`config.mk`:
```
export PLATFORM = sky130hd
export DESIGN_NAME = serial_add_ctrl
export DESIGN_NICKNAME = d
export VERILOG_FILES = /design/src/rtl/serial_add_ctrl.sv
export SDC_FILE = /design/constraint.sdc
export NUM_CORES = 1
export LEC_CHECK = 0
export BUFFER_PORTS_ARGS = -buffer_cell sky130_fd_sc_hd__buf_2
export CAP_MARGIN = 10
export CORE_ASPECT_RATIO = 2
export CORE_MARGIN = 3
export CORE_UTILIZATION = 25
export DETAILED_ROUTE_END_ITERATION = 7
export HOLD_SLACK_MARGIN = 0.1
export SLEW_MARGIN = 30
export SYNTH_ARGS = -nofsm -noshare
export SYNTH_HDL_FRONTEND = slang
export SYNTH_SLANG_ARGS = --single-unit
```
`constraint.sdc`:
```
create_clock -name clk -period 1.6 [get_ports clk]
set_clock_uncertainty 0.1 [all_clocks]
set_input_delay 0.16 -clock clk [delete_from_list [all_inputs] [get_ports clk]]
set_output_delay 0.16 -clock clk [all_outputs]
set_load 0.02 [all_outputs]
```
`src/rtl/serial_add_ctrl.sv`:
```
// Bit-serial WIDTH-bit add/subtract sequencer around a single 1-bit add cell.
// It latches the operands on start and runs the cell LSB first for WIDTH cycles.
// It then presents a registered sum/carry together with a one-cycle done pulse.
module serial_add_ctrl #(
   parameter int unsigned WIDTH = 4
) (
   input  logic             clk,
   input  logic             rst,
   input  logic             start,
   input  logic             sub,
   input  logic [WIDTH-1:0] a,
   input  logic [WIDTH-1:0] b,
   output logic             busy,
   output logic             done,
   output logic [WIDTH-1:0] sum,
   output logic             co
);

   localparam int unsigned CW = $clog2(WIDTH) + 1;

   typedef enum logic [1:0] {
      S_IDLE = 2'd0,
      S_RUN  = 2'd1,
      S_DONE = 2'd2
   } state_e;

   state_e           state_q, state_d;
   logic [WIDTH-1:0] opa_q, opa_d;
   logic [WIDTH-1:0] opb_q, opb_d;
   logic [WIDTH-1:0] res_q, res_d;
   logic [WIDTH-1:0] sum_q, sum_d;
   logic [CW-1:0]    cnt_q, cnt_d;
   logic             carry_q, carry_d;
   logic             co_q, co_d;
   logic             busy_q, busy_d;
   logic             done_q, done_d;

   logic             p_bit;
   logic             s_bit;
   logic             cy_bit;
   logic [WIDTH-1:0] res_shift;

   // Add cell, sequencing and next-state/output decode
   always_comb begin
      state_d = state_q;
      opa_d   = opa_q;
      opb_d   = opb_q;
      res_d   = res_q;
      sum_d   = sum_q;
      cnt_d   = cnt_q;
      carry_d = carry_q;
      co_d    = co_q;

      // Two half-adder stages plus the carry flop form the 1-bit cell
      p_bit     = opa_q[0] ^ opb_q[0];
      s_bit     = p_bit ^ carry_q;
      cy_bit    = (opa_q[0] & opb_q[0]) | (p_bit & carry_q);
      res_shift = (res_q >> 1) | (WIDTH'(s_bit) << (WIDTH - 1));

      case (state_q)
         S_IDLE: begin
            if (start) begin
               state_d = S_RUN;
               opa_d   = a;
               opb_d   = sub ? ~b : b;
               carry_d = sub;
               cnt_d   = '0;
            end
         end
         S_RUN: begin
            carry_d = cy_bit;
            res_d   = res_shift;
            opa_d   = opa_q >> 1;
            opb_d   = opb_q >> 1;
            cnt_d   = cnt_q + CW'(1);
            if (cnt_q == CW'(WIDTH - 1)) begin
               state_d = S_DONE;
               sum_d   = res_shift;
               co_d    = cy_bit;
            end
         end
         S_DONE: begin
            state_d = S_IDLE;
         end
         default: begin
            state_d = S_IDLE;
         end
      endcase

      busy_d = (state_d != S_IDLE);
      done_d = (state_d == S_DONE);
   end

   // State and datapath registers; synchronous reset aborts any operation
   always_ff @(posedge clk) begin
      if (rst) begin
         state_q <= S_IDLE;
         opa_q   <= '0;
         opb_q   <= '0;
         res_q   <= '0;
         sum_q   <= '0;
         cnt_q   <= '0;
         carry_q <= 1'b0;
         co_q    <= 1'b0;
         busy_q  <= 1'b0;
         done_q  <= 1'b0;
      end else begin
         state_q <= state_d;
         opa_q   <= opa_d;
         opb_q   <= opb_d;
         res_q   <= res_d;
         sum_q   <= sum_d;
         cnt_q   <= cnt_d;
         carry_q <= carry_d;
         co_q    <= co_d;
         busy_q  <= busy_d;
         done_q  <= done_d;
      end
   end

   assign busy = busy_q;
   assign done = done_q;
   assign sum  = sum_q;
   assign co   = co_q;

endmodule

```
---- Word level (Yosys, flattened, before mapping) ----
Cells that the tools add are included.
operators by class
  add/sub/neg operators ................... 1
  eq/ne operators ......................... 4
  multiplexer cells ....................... 12
  bitwise logic cells ..................... 7
  reductions and logical operators ........ 5
operators by type and width
  operator                                                         count
  4-bit case mux with 2 select lines                               2
  4-bit two-way mux                                                3
  3-bit case mux with 2 select lines                               1
  2-bit two-way mux                                                2
  4-bit NOT                                                        1
  3-bit by 4-bit bitwise OR with 4-bit output                      1
  2-bit case mux with 2 select lines                               1
  2-bit AND reduction                                              2
  2-bit nonzero test                                               2
  3-bit by 1-bit adder with 3-bit output, second input constant    1
  3-bit by 2-bit == test with 1-bit output, second input constant  1
  3-bit two-way mux                                                1
  1-bit AND                                                        2
  2-bit by 1-bit == test with 1-bit output, second input constant  1
  2-bit == test, second input constant                             1
  2-bit zero test                                                  1
  2-bit inequality test, second input constant                     1
  1-bit case mux with 2 select lines                               1
  1-bit XOR                                                        2
  1-bit two-way mux                                                1
  1-bit bitwise OR                                                 1
storage, ports and cells
  flip-flop bits (word level) ............. 25
  bits of input ports ..................... 12

---- Depth between registers and ports, before layout ----
Gate-level depths: netlist of run 1.
  word-level depth ........................ 4
  gate-level depth with buffers ........... 5

---- Least setup slack after synthesis of run 1 ----
OpenSTA, ideal clock, no wires.
  path type ............................... flip-flop to flip-flop
  start point ............................. reg cnt_q[0]
  end point ............................... reg co_q (netlist: co)
  setup time .............................. 134 ps
  arrival time ............................ 1092 ps
  data required time ...................... 1366 ps
  setup slack ............................. 274 ps
  cell stages (with the launch flop) ...... 6
  clock period less this slack ............ 1326 ps
  path through ............................ dfxtp_1 -> ha_1 -> ha_1 -> nand3b_1 -> nand2_1 -> a21oi_1
on the way
  cells in the longest elaborated chain, start to end .. 2
ends and longest elaborated chain
  item                                      line  RTL
  start: declaration                        32    logic [CW-1:0] cnt_q, cnt_d;
  start signal: assignment                  113   cnt_q <= cnt_d;
  3-bit by 2-bit == test with 1-bit output  76    if (cnt_q == CW'(WIDTH - 1)) begin
  2-bit AND reduction (no source line)      -
  end signal: assignment                    115   co_q <= co_d;
  end: declaration                          34    logic co_q, co_d;
No other way between the ends.
A chain may end at the register's enable or synchronous reset.

---- Worst setup path in the final report of run 1 ----
  start point ............................. reg cnt_q[0]
  end point ............................... reg sum_q[3] (netlist: sum[3])
on the way
  cells in the longest elaborated chain, start to end .. 2
ends and longest elaborated chain
  item                                      line  RTL
  3-bit by 2-bit == test with 1-bit output  76
  2-bit AND reduction (no source line)      -
  end signal: assignment                    112   sum_q <= sum_d;
  end: declaration                          31    logic [WIDTH-1:0] sum_q, sum_d;
No other way between the ends.

==> results.json, run 1 <==
{
  "outcome": "finished clean",
  "rsz0062_at_grt": "no",
  "portBuffers": 18,
  "cts_tree": "built",
  "ant_nets": 0,
  "num_rows": 31,
  "grtUsageTotal_pct": 10.5,
  "synth-main-ff-cell": "dfxtp_1",
  "p_comb_share_pct": 11.6,
  "synthTopCellsByCount": "24 x dfxtp_1, 14 x nor2_1, 7 x o22ai_1, 6 x a22oi_1",
  "clock_latency_ps": 270,
  "final-setup-viol-count": 0,
  "design.die.area_sq_mm": 0.00475,
  "intPower_w": 0.000912,
  "max_freq_ghz": 0.699,
  "crit_arrival_ps": 1490,
  "finalSetupTns_ps": 0,
  "synthToLayoutAreaGrowth_pct": 22.7,
  "drc_errors": 0,
  "synth_seq_cells": 24,
  "clock_path_buffers": 2,
  "dr.pass1.iters": 4,
  "clkPwrFrac_pct": 34.2,
  "grt.overflow.total": 0,
  "grt_pass1_vias": 808,
  "synth.yosys.seq_area_share_pct": 49.0,
  "synth_area_leaders": "dfxtp_1 49%, nor2_1 5.4%, a22oi_1 4.6%",
  "root_buffer": "clkbuf_8",
  "crit_type": "reg2reg",
  "async_flop_share_pct": 0,
  "grt_start_max_net_pins": 15,
  "holdPathStages": 2,
  "yosysWarnings": 0,
  "seqPwrFrac_pct": 54.2,
  "slew_headroom_pct": 74.0,
  "vias": 789,
  "cts_buffers": 3,
  "period_share_pct": 89.4,
  "grt_pass1_wl_um": 3700,
  "die_w_um": 50.3,
  "maxSlewViolCount": 0,
  "synth.most_common_cell": "dfxtp_1",
  "drtIter0Drc": 19,
  "htreeDepth": 1,
  "yosysTopAreaCellShare_pct": 49.0,
  "cp-start-kind": "register",
  "synthCells": 100,
  "diodes": 0,
  "clock-sinks": 24,
  "cp-end-kind": "register",
  "core_sq_mm": 0.00368,
  "worstRegToRegCells": 5,
  "drt-total-wl_um": 2170,
  "synth-edff-count": 0,
  "dp_hpwl_um": 1610,
  "path_clk_slew_ps": 80,
  "hold_viol": 0,
  "synth_cell_types": 26,
  "antenna_found_initial": 0,
  "syn_area_sq_um": 980,
  "drive_above_1_share_pct": 24.8,
  "worstPathMaxFanout": 7,
  "tightest_slew_ps": 390,
  "dieHeight_um": 94.5,
  "nFillCells": 390,
  "p_per_area_mw_per_mm2": 995,
  "initial_utilization_pct": 26.6,
  "hold_slack_ps": 128,
  "swShare_pct": 23.8,
  "ios": 19,
  "power.switching_w": 0.000284,
  "yosysTopAreaCell": "dfxtp_1",
  "avgRoutedWirePerCell_um": 12.8,
  "synth_fp_nets": 115,
  "finalWorstPathRequiredPeriod_ps": 1430,
  "place_congestion": 0.808,
  "worstPathRequired_ps": 1660,
  "max-cap-violations": 0,
  "avgViaCountPerCell": 4.64,
  "ir_drop_mv": 0.327,
  "hold_path_class": "in2reg",
  "fin_nets": 137,
  "p_leak_nw": 0.472,
  "post-cts-setup-buffers": 0,
  "avgSynthCellArea_sq_um": 9.80
}
## worst paths after layout
kind | endpoint | slack (ps) | start
max | sum[3] | 170 | cnt_q[0]
min | cnt_q[2] | 130 | rst
max reg2reg | sum[3] | 170 | cnt_q[0]
min reg2reg | sum[0] | 360 | sum[0]
## critical path: stages (launching register included)
cell	delay, ps
dfxtp_1	400
ha_1	170
ha_2	230
nand3b_1	210
nand2_1	130
a21oi_1	70
## cell usage in the layout, fill, tap and decap left out, drive strengths merged, types with 4 or more instances in the layout
master,n
dfxtp,24
buf,19
nor2,15
o22ai,7
a22oi,6
a211oi,6
nand3,5
nand2,5
a21oi,5
clkbuf,4
dlygate4sd3,4
## stage by stage
step,area [sq um],instances,setup slack [ps],util [%],total power (W)
2_1_floorplan,980,100,274,-,0.000757
3_3_place_gp,1100,162,218,30.0,0.000789
3_5_place_dp,1100,162,152,30.0,0.000792
4_1_cts,1200,170,115,32.6,0.00121
5_1_grt,1200,170,46.2,32.6,0.00126
6_report,1200,170,169,32.6,0.00120
## cell type report
type	count	area [sq um]	share of cell area, %
flip-flops and latches	24	480	40.0
multi-input cells	67	457	38.0
repair buffers	23	138	11.4
well taps	49	61.3	5.10
clock buffers	4	55.1	4.58
inverters	3	11.3	0.937
## power groups by stage
stage,Sequential (W),Clock [W],Combinational [W]
floorplan,0.000656,0,0.000101
CTS,0.000648,0.000420,0.000140
detailed placement,0.000662,0,0.000131
global placement,0.000661,0,0.000128
global route,0.000653,0.000450,0.000155
finish,0.000648,0.000409,0.000139
## registers in the layout, summed over array words and instances (netlist names)
register  count
sum           4
opb_q         4
busy          1
res_q         3
opa_q         4
cnt_q         3
done          1
carry_q       1
co            1
state_q       2
## timing repair
item                                    in CTS  in global routing
endpoints found under the setup margin       0                  5
gates resized for setup                      0                  1
endpoints found under the hold margin        4                  0
hold buffers                                 4                  0
## cell families (layout without fill, tap and decap cells)
kind of cell	Yosys count	count (layout)	share of synthesized area (%)
AND/OR/NAND/NOR	30	30	15.2
AO/OA/AOI/OAI	27	27	19.9
flip-flops	24	24	49.0
buffers and inverters	9	30	4.60
XOR/XNOR	4	4	3.58
adder cells (fa/ha/maj)	3	3	4.60
multiplexers	3	3	3.07
## per-layer routing
| layer | part of all wire, % | vias to the layer above | track usage, % |
|---|---|---|---|
| met2 | 56 | 20 | 20.1 |
| met1 | 37 | 369 | 9.43 |
| met3 | 3.9 | 5 | 2.05 |
| li1 | - | 395 | - |
| met5 | 0 | - | 0 |
| met4 | 2.9 | 0 | 6.93 |
Note: power is estimated with default switching activity, not from simulation.
==> run 2: changes to the inputs <==
--- a/config.mk
+++ b/config.mk
@@ -10,9 +10,11 @@
 export CORE_ASPECT_RATIO = 2
 export CORE_MARGIN = 3
 export CORE_UTILIZATION = 25
+export CTS_BUF_LIST = sky130_fd_sc_hd__clkbuf_4 sky130_fd_sc_hd__clkbuf_8
 export DETAILED_ROUTE_END_ITERATION = 7
 export HOLD_SLACK_MARGIN = 0.1
-export SLEW_MARGIN = 30
+export MAX_ROUTING_LAYER = met4
+export SLEW_MARGIN = 20
 export SYNTH_ARGS = -nofsm -noshare
 export SYNTH_HDL_FRONTEND = slang
 export SYNTH_SLANG_ARGS = --single-unit
==> run 2 against run 1 <==
Worst setup slack hardly changed; sequential share of layout area unchanged; non-clock buffer count did not move; final area stayed put; total power is essentially flat; first-iteration DRC count unchanged; critical endpoint unchanged.
==> results.json, run 2 (synthesized netlist as in run 1, its figures left out) <==
{
  "root_buffer": "clkbuf_8",
  "diodes": 0,
  "dr.pass1.iters": 4,
  "worstPathMaxFanout": 7,
  "grt_start_max_net_pins": 15,
  "drive_above_1_share_pct": 24.8,
  "maxSlewViolCount": 0,
  "grtUsageTotal_pct": 10.8,
  "path_clk_slew_ps": 80,
  "finalWorstPathRequiredPeriod_ps": 1430,
  "grt_pass1_wl_um": 3690,
  "p_leak_nw": 0.472,
  "hold_path_class": "in2reg",
  "cp-start-kind": "register",
  "worstPathRequired_ps": 1660,
  "hold_viol": 0,
  "max_freq_ghz": 0.699,
  "holdPathStages": 2,
  "most-common-layout-cells": "24 x dfxtp_1, 18 x buf_2, 14 x nor2_1",
  "r2r-start": "cnt_q[0]",
  "grt.overflow.total": 0,
  "grt_pass1_vias": 812,
  "final-setup-viol-count": 0,
  "drc_errors": 0,
  "vias": 790,
  "cts_buffers": 3,
  "initial_utilization_pct": 26.6,
  "dieHeight_um": 94.5,
  "clock_latency_ps": 270,
  "num_rows": 31,
  "die_w_um": 50.3,
  "hold_start": "rst",
  "crit_type": "reg2reg",
  "dp_hpwl_um": 1610,
  "drtIter0Drc": 19,
  "worstRegToRegCells": 5,
  "tightest_slew_ps": 388,
  "timing.rr.end": "sum[3]",
  "fin_nets": 137,
  "ios": 19,
  "synthToLayoutAreaGrowth_pct": 22.7,
  "cp-end-kind": "register",
  "design.die.area_sq_mm": 0.00475,
  "slew_headroom_pct": 74.1,
  "cts_tree": "built",
  "finalSetupTns_ps": 0,
  "outcome": "finished clean",
  "ant_nets": 0,
  "period_share_pct": 89.4,
  "crit_arrival_ps": 1490,
  "avgViaCountPerCell": 4.65,
  "min_to": "cnt_q[2]",
  "portBuffers": 18,
  "final_common_cell": "dfxtp_1",
  "rsz0062_at_grt": "no",
  "clock_path_buffers": 2,
  "antenna_found_initial": 0,
  "avgRoutedWirePerCell_um": 12.8,
  "ir_drop_mv": 0.327,
  "drt-total-wl_um": 2170,
  "nFillCells": 390,
  "clock-sinks": 24,
  "htreeDepth": 1,
  "max-cap-violations": 0,
  "p_per_area_mw_per_mm2": 995,
  "place_congestion": 0.820,
  "core_sq_mm": 0.00368,
  "reg2reg_slack_ps": 170,
  "power_w": 0.00120
}
-- run 2: cell counts in the layout (fill, tap and decap cells not counted) --
No cell type changed its count.
-- run 2: how the worst max path moves through the flow --
stage / startpoint / endpoint / slack (ps) / cells past startpoint
after floorplan: cnt_q[0] / co / 270 / 5
after global placement: cnt_q[0] / sum[3] / 220 / 5
after CTS: cnt_q[0] / sum[3] / 110 / 5
final: cnt_q[0] / sum[3] / 170 / 5
after detailed placement: cnt_q[0] / sum[3] / 150 / 5
after global routing: cnt_q[0] / sum[2] / 50 / 5
-- run 2: cell type report --
cell class	count	area, sq um	share of cell area, %
Clock buffer	4	55.1	4.58
Timing Repair Buffer	23	138	11.4
Sequential cell	24	480	40.0
Tap cell	49	61.3	5.10
Inverter	3	11.3	0.937
Multi-Input combinational cell	67	457	38.0
-- run 2: metrics by stage --
step	hold WS (ps)	std cells	utilization [%]	instance area, sq um	setup slack (ps)
final	127	170	32.6	1200	169
after global routing	138	170	32.6	1200	46.2
after CTS	130	170	32.6	1200	115
after detailed placement	320	162	30.0	1100	152
after global placement	306	162	30.0	1100	218
after floorplan	208	100	-	980	274
-- run 2: power breakdown --
group / total [W] / internal, W / switching, W
sequential: 0.000648 / 0.000626 / 0.0000226
clock: 0.000410 / 0.000220 / 0.000190
combinational: 0.000139 / 0.0000667 / 0.0000721
-- run 2: critical path, cell delays in order, from the launching register on --
cell	delay [ps]
dfxtp_1	400
ha_1	170
ha_2	230
nand3b_1	210
nand2_1	130
a21oi_1	70
-- run 2: metal layers --
| metal | track usage [%] | vias to the layer above | share of wire, % |
|---|---|---|---|
| met1 | 9.43 | 370 | 37 |
| li1 | - | 395 | - |
| met3 | 2.05 | 5 | 3.9 |
| met2 | 20.1 | 20 | 56 |
| met5 | - | - | 0 |
| met4 | 6.93 | 0 | 2.7 |
-- run 2: repair_timing --
item / CTS / global route
resized for setup: 0 / 1
endpoints found under the hold margin: 4 / 0
setup endpoints to repair: 0 / 5
hold buffers: 4 / 0
setup buffers: 0 / 0
